==> src/rtl/jamma_pkg.sv <==
// Shared types and constants for the JAMMA joystick bus scheduler.
package jamma_pkg;

    typedef enum logic {
        SETTLE = 1'b0,
        SAMPLE = 1'b1
    } state_t;

    typedef enum logic {
        P1 = 1'b0,
        P2 = 1'b1
    } slot_t;

    localparam logic [7:0] JOY_IDLE = 8'hFF;

    // The local joystick only drives the six direction/button bits of player 1.
    function automatic logic [7:0] p1_raw(input logic [7:0] jjoy, input logic [5:0] joystick);
        return jjoy & {2'b11, joystick};
    endfunction

endpackage

==> src/rtl/jamma_debounce.sv <==
// Whole-word debouncer for one player: the output follows a candidate word once
// it has been seen on DEBOUNCE_COUNT consecutive load strobes.
module jamma_debounce
    import jamma_pkg::*;
#(
    parameter int DEBOUNCE_COUNT = 3
) (
    input  logic       CLK,
    input  logic       RESET,
    input  logic       LOAD,
    input  logic [7:0] RAW,
    output logic [7:0] OUT
);

    localparam logic [3:0] CNT_MAX = 4'(DEBOUNCE_COUNT);

    logic [7:0] cand_q, cand_d;
    logic [3:0] cnt_q, cnt_d;
    logic [7:0] out_q, out_d;

    always_comb begin
        cand_d = cand_q;
        cnt_d  = cnt_q;
        out_d  = out_q;
        if (LOAD) begin
            if (RAW != cand_q) begin
                cand_d = RAW;
                cnt_d  = 4'd1;
            end else if (cnt_q != CNT_MAX) begin
                cnt_d = cnt_q + 4'd1;
            end
            // Decide on the updated count so the output moves on the qualifying sample.
            if (cnt_d == CNT_MAX) begin
                out_d = cand_d;
            end
        end
    end

    always_ff @(posedge CLK) begin
        if (RESET) begin
            cand_q <= JOY_IDLE;
            cnt_q  <= CNT_MAX;
            out_q  <= JOY_IDLE;
        end else begin
            cand_q <= cand_d;
            cnt_q  <= cnt_d;
            out_q  <= out_d;
        end
    end

    assign OUT = out_q;

endmodule

==> src/rtl/jamma_input_scheduler.sv <==
// Time-multiplexes the JAMMA joystick bus between players 1 and 2 via JSELECT.
// Define JAMMA_DEBOUNCE_EN to debounce each player word before it reaches JOY1/JOY2.
module jamma_input_scheduler
    import jamma_pkg::*;
#(
    parameter int SETTLE_CYCLES  = 4,
    parameter int DEBOUNCE_COUNT = 3
) (
    input  logic       CLK,
    input  logic       RESET,
    input  logic       HOLD,
    input  logic [7:0] JJOY,
    input  logic [5:0] JOYSTICK,
    output logic       JSELECT,
    output logic [7:0] JOY1,
    output logic [7:0] JOY2,
    output logic       SCAN_DONE
);

    localparam int                CNT_W    = (SETTLE_CYCLES > 1) ? $clog2(SETTLE_CYCLES) : 1;
    localparam logic [CNT_W-1:0] CNT_LAST = CNT_W'(SETTLE_CYCLES - 1);

    if (SETTLE_CYCLES < 1 || SETTLE_CYCLES > 255) begin : g_bad_settle
        $error("SETTLE_CYCLES must be in 1..255");
    end
    if (DEBOUNCE_COUNT < 1 || DEBOUNCE_COUNT > 15) begin : g_bad_debounce
        $error("DEBOUNCE_COUNT must be in 1..15");
    end

    state_t           state_q, state_d;
    slot_t            slot_q, slot_d;
    logic [CNT_W-1:0] cnt_q, cnt_d;
    logic             scan_done_q, scan_done_d;
    logic [7:0]       raw;
    logic             load_p1, load_p2;

    // NOTE: every always_comb output gets a default first, so no path can infer a latch.
    always_comb begin
        state_d     = state_q;
        slot_d      = slot_q;
        cnt_d       = cnt_q;
        scan_done_d = scan_done_q;
        load_p1     = 1'b0;
        load_p2     = 1'b0;
        raw         = (slot_q == P1) ? p1_raw(JJOY, JOYSTICK) : JJOY;
        // HOLD leaves every register, including the SCAN_DONE pulse, exactly as it was.
        if (!HOLD) begin
            scan_done_d = 1'b0;
            unique case (state_q)
                SETTLE: begin
                    if (cnt_q == CNT_LAST) begin
                        state_d = SAMPLE;
                    end else begin
                        cnt_d = cnt_q + CNT_W'(1);
                    end
                end
                SAMPLE: begin
                    state_d     = SETTLE;
                    cnt_d       = '0;
                    slot_d      = (slot_q == P1) ? P2 : P1;
                    load_p1     = (slot_q == P1);
                    load_p2     = (slot_q == P2);
                    scan_done_d = (slot_q == P2);
                end
            endcase
        end
    end

    // NOTE: state registers use non-blocking assignments so every flop samples pre-edge values.
    always_ff @(posedge CLK) begin
        if (RESET) begin
            state_q     <= SETTLE;
            slot_q      <= P1;
            cnt_q       <= '0;
            scan_done_q <= 1'b0;
        end else begin
            state_q     <= state_d;
            slot_q      <= slot_d;
            cnt_q       <= cnt_d;
            scan_done_q <= scan_done_d;
        end
    end

    assign JSELECT   = (slot_q == P2);
    assign SCAN_DONE = scan_done_q;

`ifdef JAMMA_DEBOUNCE_EN
    jamma_debounce #(.DEBOUNCE_COUNT(DEBOUNCE_COUNT)) u_debounce_p1 (
        .CLK   (CLK),
        .RESET (RESET),
        .LOAD  (load_p1),
        .RAW   (raw),
        .OUT   (JOY1)
    );

    jamma_debounce #(.DEBOUNCE_COUNT(DEBOUNCE_COUNT)) u_debounce_p2 (
        .CLK   (CLK),
        .RESET (RESET),
        .LOAD  (load_p2),
        .RAW   (raw),
        .OUT   (JOY2)
    );
`else
    logic [7:0] joy1_q, joy1_d;
    logic [7:0] joy2_q, joy2_d;

    always_comb begin
        joy1_d = load_p1 ? raw : joy1_q;
        joy2_d = load_p2 ? raw : joy2_q;
    end

    always_ff @(posedge CLK) begin
        if (RESET) begin
            joy1_q <= JOY_IDLE;
            joy2_q <= JOY_IDLE;
        end else begin
            joy1_q <= joy1_d;
            joy2_q <= joy2_d;
        end
    end

    assign JOY1 = joy1_q;
    assign JOY2 = joy2_q;
`endif

endmodule

==> config.mk <==
export PLATFORM = sky130hd
export DESIGN_NAME = jamma_input_scheduler
export DESIGN_NICKNAME = d
export VERILOG_FILES = /design/src/rtl/jamma_pkg.sv /design/src/rtl/jamma_debounce.sv /design/src/rtl/jamma_input_scheduler.sv
export SDC_FILE = /design/constraint.sdc
export NUM_CORES = 1
export LEC_CHECK = 0
export CORE_MARGIN = 8
export CORE_UTILIZATION = 34
export DETAILED_ROUTE_END_ITERATION = 8
export PLACE_DENSITY = 0.66
export SKIP_LAST_GASP = 1
export SYNTH_ARGS = -nofsm -noshare
export SYNTH_HDL_FRONTEND = slang
export SYNTH_SLANG_ARGS = --single-unit
==> constraint.sdc <==
create_clock -name CLK -period 1.35 [get_ports CLK]
set_input_delay 0.135 -clock CLK [delete_from_list [all_inputs] [get_ports CLK]]
set_output_delay 0.135 -clock CLK [all_outputs]
set_load 0.05 [all_outputs]
Yosys cells after proc, flatten, opt, wreduce, memory -nomap -nowiden
Cells that the tools add are included.
W data, S select, Z words.
{"block": "classes", "add_sub_neg": 1, "eq_ne": 2, "mux": 10, "n_bitwise": 4, "reduce_logical": 2}
{"op": "$and A8 B8 Y8", "count": 1}
{"op": "$mux W8", "count": 1}
{"op": "$mux W1", "count": 6}
{"op": "$pmux W2 S2", "count": 1}
{"op": "$reduce_and A2 Y1", "count": 2}
{"op": "$not A1 Y1", "count": 3}
{"op": "$add A2 B1 Y2 const B", "count": 1}
{"op": "$eq A2 B2 Y1 const B", "count": 1}
{"op": "$mux W2", "count": 1}
{"op": "$ne A2 B2 Y1 const B", "count": 1}
{"op": "$pmux W1 S2", "count": 1}
{"block": "word_totals", "register_bits": 21, "in_bits": 17, "out_inout_bits": 18, "wordCells": 25}

Depth between registers and ports, before layout
{"block": "depth", "ltp_word": 3, "mapped_depth": 5}

Worst setup path after synthesis
OpenSTA, ideal clock, no wires.
{"block": "synth_path", "kind": "reg-to-reg", "start": "register slot_q (netlist: JSELECT)", "end": "register joy2_q[2] (netlist: JOY2[2])", "t_arrival_ns": 1.326, "required_ns": 1.230, "setup_slack_ns": -0.096, "path_stages_with_launch": 5, "path_buffers": 1, "cell_sequence": "dfxtp_1 > nand3b_2 > buf_4 > nor3_1 > a21oi_1"}
{"block": "synth_between", "elab_chain_len": 2, "elab_cells_between_ends": 3, "classes_between": "3 x mux"}
{"item": "start, declared", "line": "jamma_input_scheduler.sv:31", "text": "slot_t slot_q, slot_d;"}
{"item": "start signal, assigned", "line": "jamma_input_scheduler.sv:78", "text": "slot_q <= slot_d;"}
{"item": "$mux W1", "line": "jamma_input_scheduler.sv:49", "text": "unique case (state_q)"}
{"item": "$mux W1", "line": "jamma_input_scheduler.sv:47", "text": "if (!HOLD) begin"}
{"item": "end signal, assigned", "line": "jamma_input_scheduler.sv:118", "text": "joy2_q <= joy2_d;"}
{"item": "end, declared", "line": "jamma_input_scheduler.sv:105", "text": "logic [7:0] joy2_q, joy2_d;"}
Parallel ways exist; a longest one is shown, timed or not.
A chain may end at the register's enable or synchronous reset.

Worst setup path in the final report
{"block": "layout_path", "start": "register state_q", "end": "register joy1_q[6] (netlist: JOY1[6])"}
{"block": "layout_between", "elab_chain_len": 2}
{"item": "start, declared", "line": "jamma_input_scheduler.sv:30", "text": "state_t state_q, state_d;"}
{"item": "start signal, assigned", "line": "jamma_input_scheduler.sv:77", "text": "state_q <= state_d;"}
{"item": "$mux W1", "line": "jamma_input_scheduler.sv:49"}
{"item": "$mux W1", "line": "jamma_input_scheduler.sv:47"}
{"item": "end signal, assigned", "line": "jamma_input_scheduler.sv:117", "text": "joy1_q <= joy1_d;"}
{"item": "end, declared", "line": "jamma_input_scheduler.sv:104", "text": "logic [7:0] joy1_q, joy1_d;"}
Every way passes these cells.

==> qor.yml <==
yosysSeqAreaShare_pct: 51.2
path_delay_family: "simple AND/OR/NAND/NOR gates"
nets: 152
grt_max_degree: 38
drc_errors: 0
critPathMaxFanout: 7
cts-root-buf: "clkbuf_4"
hold_buffers: 0
finClkSkew_ps: 2.81
r2r_slack_ps: 170
finalMaxSlewViolations: 0
multi_input_area_um2: 353
cts_resized: 0
fp.dieW_um: 65.1
path_clk_slew_ps: 110
cts_buffers: 3
critPathCaptureType: "flop"
final-hold-violation-count: 0
drive_gt1_share_pct: 24.1
vdd_ir_drop_max_v: 0.000389
ys_types: 19
wl_met3_um: 217
fillers: 229
syn_inst: 95
syn_nets: 113
diodes: 0
maxCapViolCount: 0
status: "finished clean"
dp_slack_ps: -4.42
dr.pass1.iters: 4
slowest_stage: "dfxtp_1"
drt_iter0_drc: 19
ant_nets: 0
holdPathStages: 3
grt_overflow_total: 0
hold_path.class: "in -> reg"
dr.max_layer_used: "met4"
powerDensity_nw_per_um2: 726
place.gp.congestion: 0.775
wl_met2_mm: 1.02
postCtsSetupRepairBufs: 0
reg2reg_from: "state_q$_SDFFE_PP0N_"
hold_start: "JOYSTICK[0]"
reg2reg_depth: 3
max_freq_ghz: 0.848
finalCritPeriodShare_pct: 87.3
final_util_pct: 59.9
drt-vias-per-instance: 4.88
grt_pass1_wl_mm: 3.51
arrival_ps: 1380
tightest_slew_ps: 291
tritoncts: "yes"
p_leak_nw: 0.570
fp-row-count: 18
clock_sinks: 21
rsz0062_at_grt: "false"
min_period_ps: 1180
setup-violations-final: 0
slew_headroom_pct: 80.4
io_pins: 35
crit_required_ps: 1550
clockBufferDepth: 2
drt-met1-wl_um: 910
post_synth.cell_area_avg_um2: 8.64
routed_wl_mm: 2.16
die_h_um: 65.1
dp.cells: 159
die-area_um2: 4240
hold_ws_ps: 457
r2r_end: "JOY1[6]$_SDFFE_PP1P_"
regArea_um2: 422
antenna_found_initial: 0
crit_buf_inv: 0
h-tree-depth: 1
dpl.hpwl_mm: 1.68
vias: 796
grt_pass1_vias: 740
crit_chain: "or3b_1, nor3_1, nor2_1"
detail_route.wl_per_cell_um: 13.2
core-area_um2: 2390
critPathKind: "reg -> reg"
synth.cell_area_um2: 821
finalWorstSetupSlack_ps: 171
grt_usage_pct: 10.2
min_to: "JOY1[0]$_SDFFE_PP1P_"
initial_core_util_pct: 34.4
synthToLayoutAreaGrowth_pct: 74.1
cp-start-kind: "flop"
worst_path_largest_cell_delay_ps: 460
insertion_delay_ps: 290
ys_ff_latch: 21
yosys_warnings: 0
port_buffers: 34
instances_no_fill: 163
final cells by class:
cell class | instances | share of cell area [%]
timing repair buffer | 41 | 41.0
sequential | 21 | 29.5
inverter | 1 | 0.263
clock inverter | 1 | 0.350
clock buffer | 3 | 1.58
tap | 30 | 2.63
multi-input combinational | 66 | 24.7
registers in the layout, summed over array words and instances, names as in the netlist:
| signal | cells |
|---|---|
| cnt_q | 2 |
| SCAN_DONE | 1 |
| state_q | 1 |
| JSELECT | 1 |
| JOY2 | 8 |
| JOY1 | 8 |
stage by stage:
| step | cell area (µm²) | power [W] | setup TNS [ps] |
|---|---|---|---|
| after floorplan | 822 | 0.000687 | 0 |
| after global placement | 1400 | 0.000754 | 0 |
| after detailed placement | 1400 | 0.000758 | -4.42 |
| after CTS | 1430 | 0.00105 | 0 |
| after global routing | 1430 | 0.00109 | 0 |
| final | 1430 | 0.00104 | 0 |
power breakdown:
| group | internal, W | leakage [nW] | total, W | switching, W |
|---|---|---|---|---|
| sequential | 0.000625 | 0.171 | 0.000630 | 0.00000490 |
| clock | 0.000110 | 0.0177 | 0.000293 | 0.000182 |
| combinational | 0.0000672 | 0.381 | 0.000114 | 0.0000472 |
tightest hold or removal path, stage by stage:
cell,delay (ps)
clkdlybuf4s50_1,390
a21oi_1,120
a21oi_1,70
cell families (layout without fill, tap and decap cells):
family | after synthesis | after routing | share of synthesized area, %
DFF | 21 | 21 | 51.2
adders and majority gates | 1 | 1 | 1.52
muxes | 1 | 1 | 1.22
buffers and inverters | 8 | 46 | 5.79
and+or+nand+nor | 37 | 37 | 23.8
AOI/OAI and AO/OA | 27 | 27 | 16.5
worst max path at each step:
stage / from / endpoint / slack [ps] / cells past startpoint
finish: state_q$_SDFFE_PP0N_ / JOY1[6]$_SDFFE_PP1P_ / 170 / 3
global route: state_q$_SDFFE_PP0N_ / JOY1[7]$_SDFFE_PP1P_ / 70 / 3
CTS: state_q$_SDFFE_PP0N_ / JOY1[6]$_SDFFE_PP1P_ / 170 / 3
detailed placement: HOLD / JOY1[3]$_SDFFE_PP1P_ / -4 / 6
global placement: HOLD / JOY1[7]$_SDFFE_PP1P_ / 30 / 4
floorplan: JSELECT$_SDFFE_PP0P_ / JOY2[2]$_SDFFE_PP1P_ / 150 / 4
per-layer routing:
layer / track usage [%] / vias to the layer above
li1: - / 408
met1: 11.6 / 354
met2: 16.6 / 32
met3: 4.25 / 2
met4: 4.09 / 0
met5: 0 / -
cells in the final DEF (no fill, tap or decap):
cell type,count
nor3b_4,1
clkinv_2,1
nor2b_1,1
o21ai_0,3
a21oi_1,24
dfxtp_1,20
clkdlybuf4s50_1,16
nor2_1,11
inv_1,1
nand2b_1,1
ha_1,1
mux2i_1,1
nand3b_2,1
nor3_1,19
buf_12,19
nand2_1,2
dfxtp_2,1
buf_4,6
or3b_1,1
clkbuf_4,3
synth_stat cells:
| master | instances | area share [%] |
|---|---|---|
| a21oi_1 | 24 | 15 |
| buf_1 | 1 | 0.46 |
| buf_2 | 2 | 1.2 |
| buf_4 | 2 | 1.8 |
| buf_6 | 1 | 1.4 |
| clkbuf_1 | 1 | 0.46 |
| dfxtp_1 | 21 | 51 |
| ha_1 | 1 | 1.5 |
| inv_1 | 1 | 0.46 |
| mux2i_1 | 1 | 1.2 |
| nand2_1 | 2 | 0.91 |
| nand2b_1 | 1 | 0.76 |
| nand3b_2 | 1 | 1.4 |
| nor2_1 | 11 | 5.0 |
| nor2b_1 | 1 | 0.76 |
| nor3_1 | 19 | 12 |
| nor3b_4 | 1 | 2.3 |
| o21ai_0 | 3 | 1.8 |
| or3b_1 | 1 | 1.1 |
No activity file was read; power rests on OpenSTA's default activity.
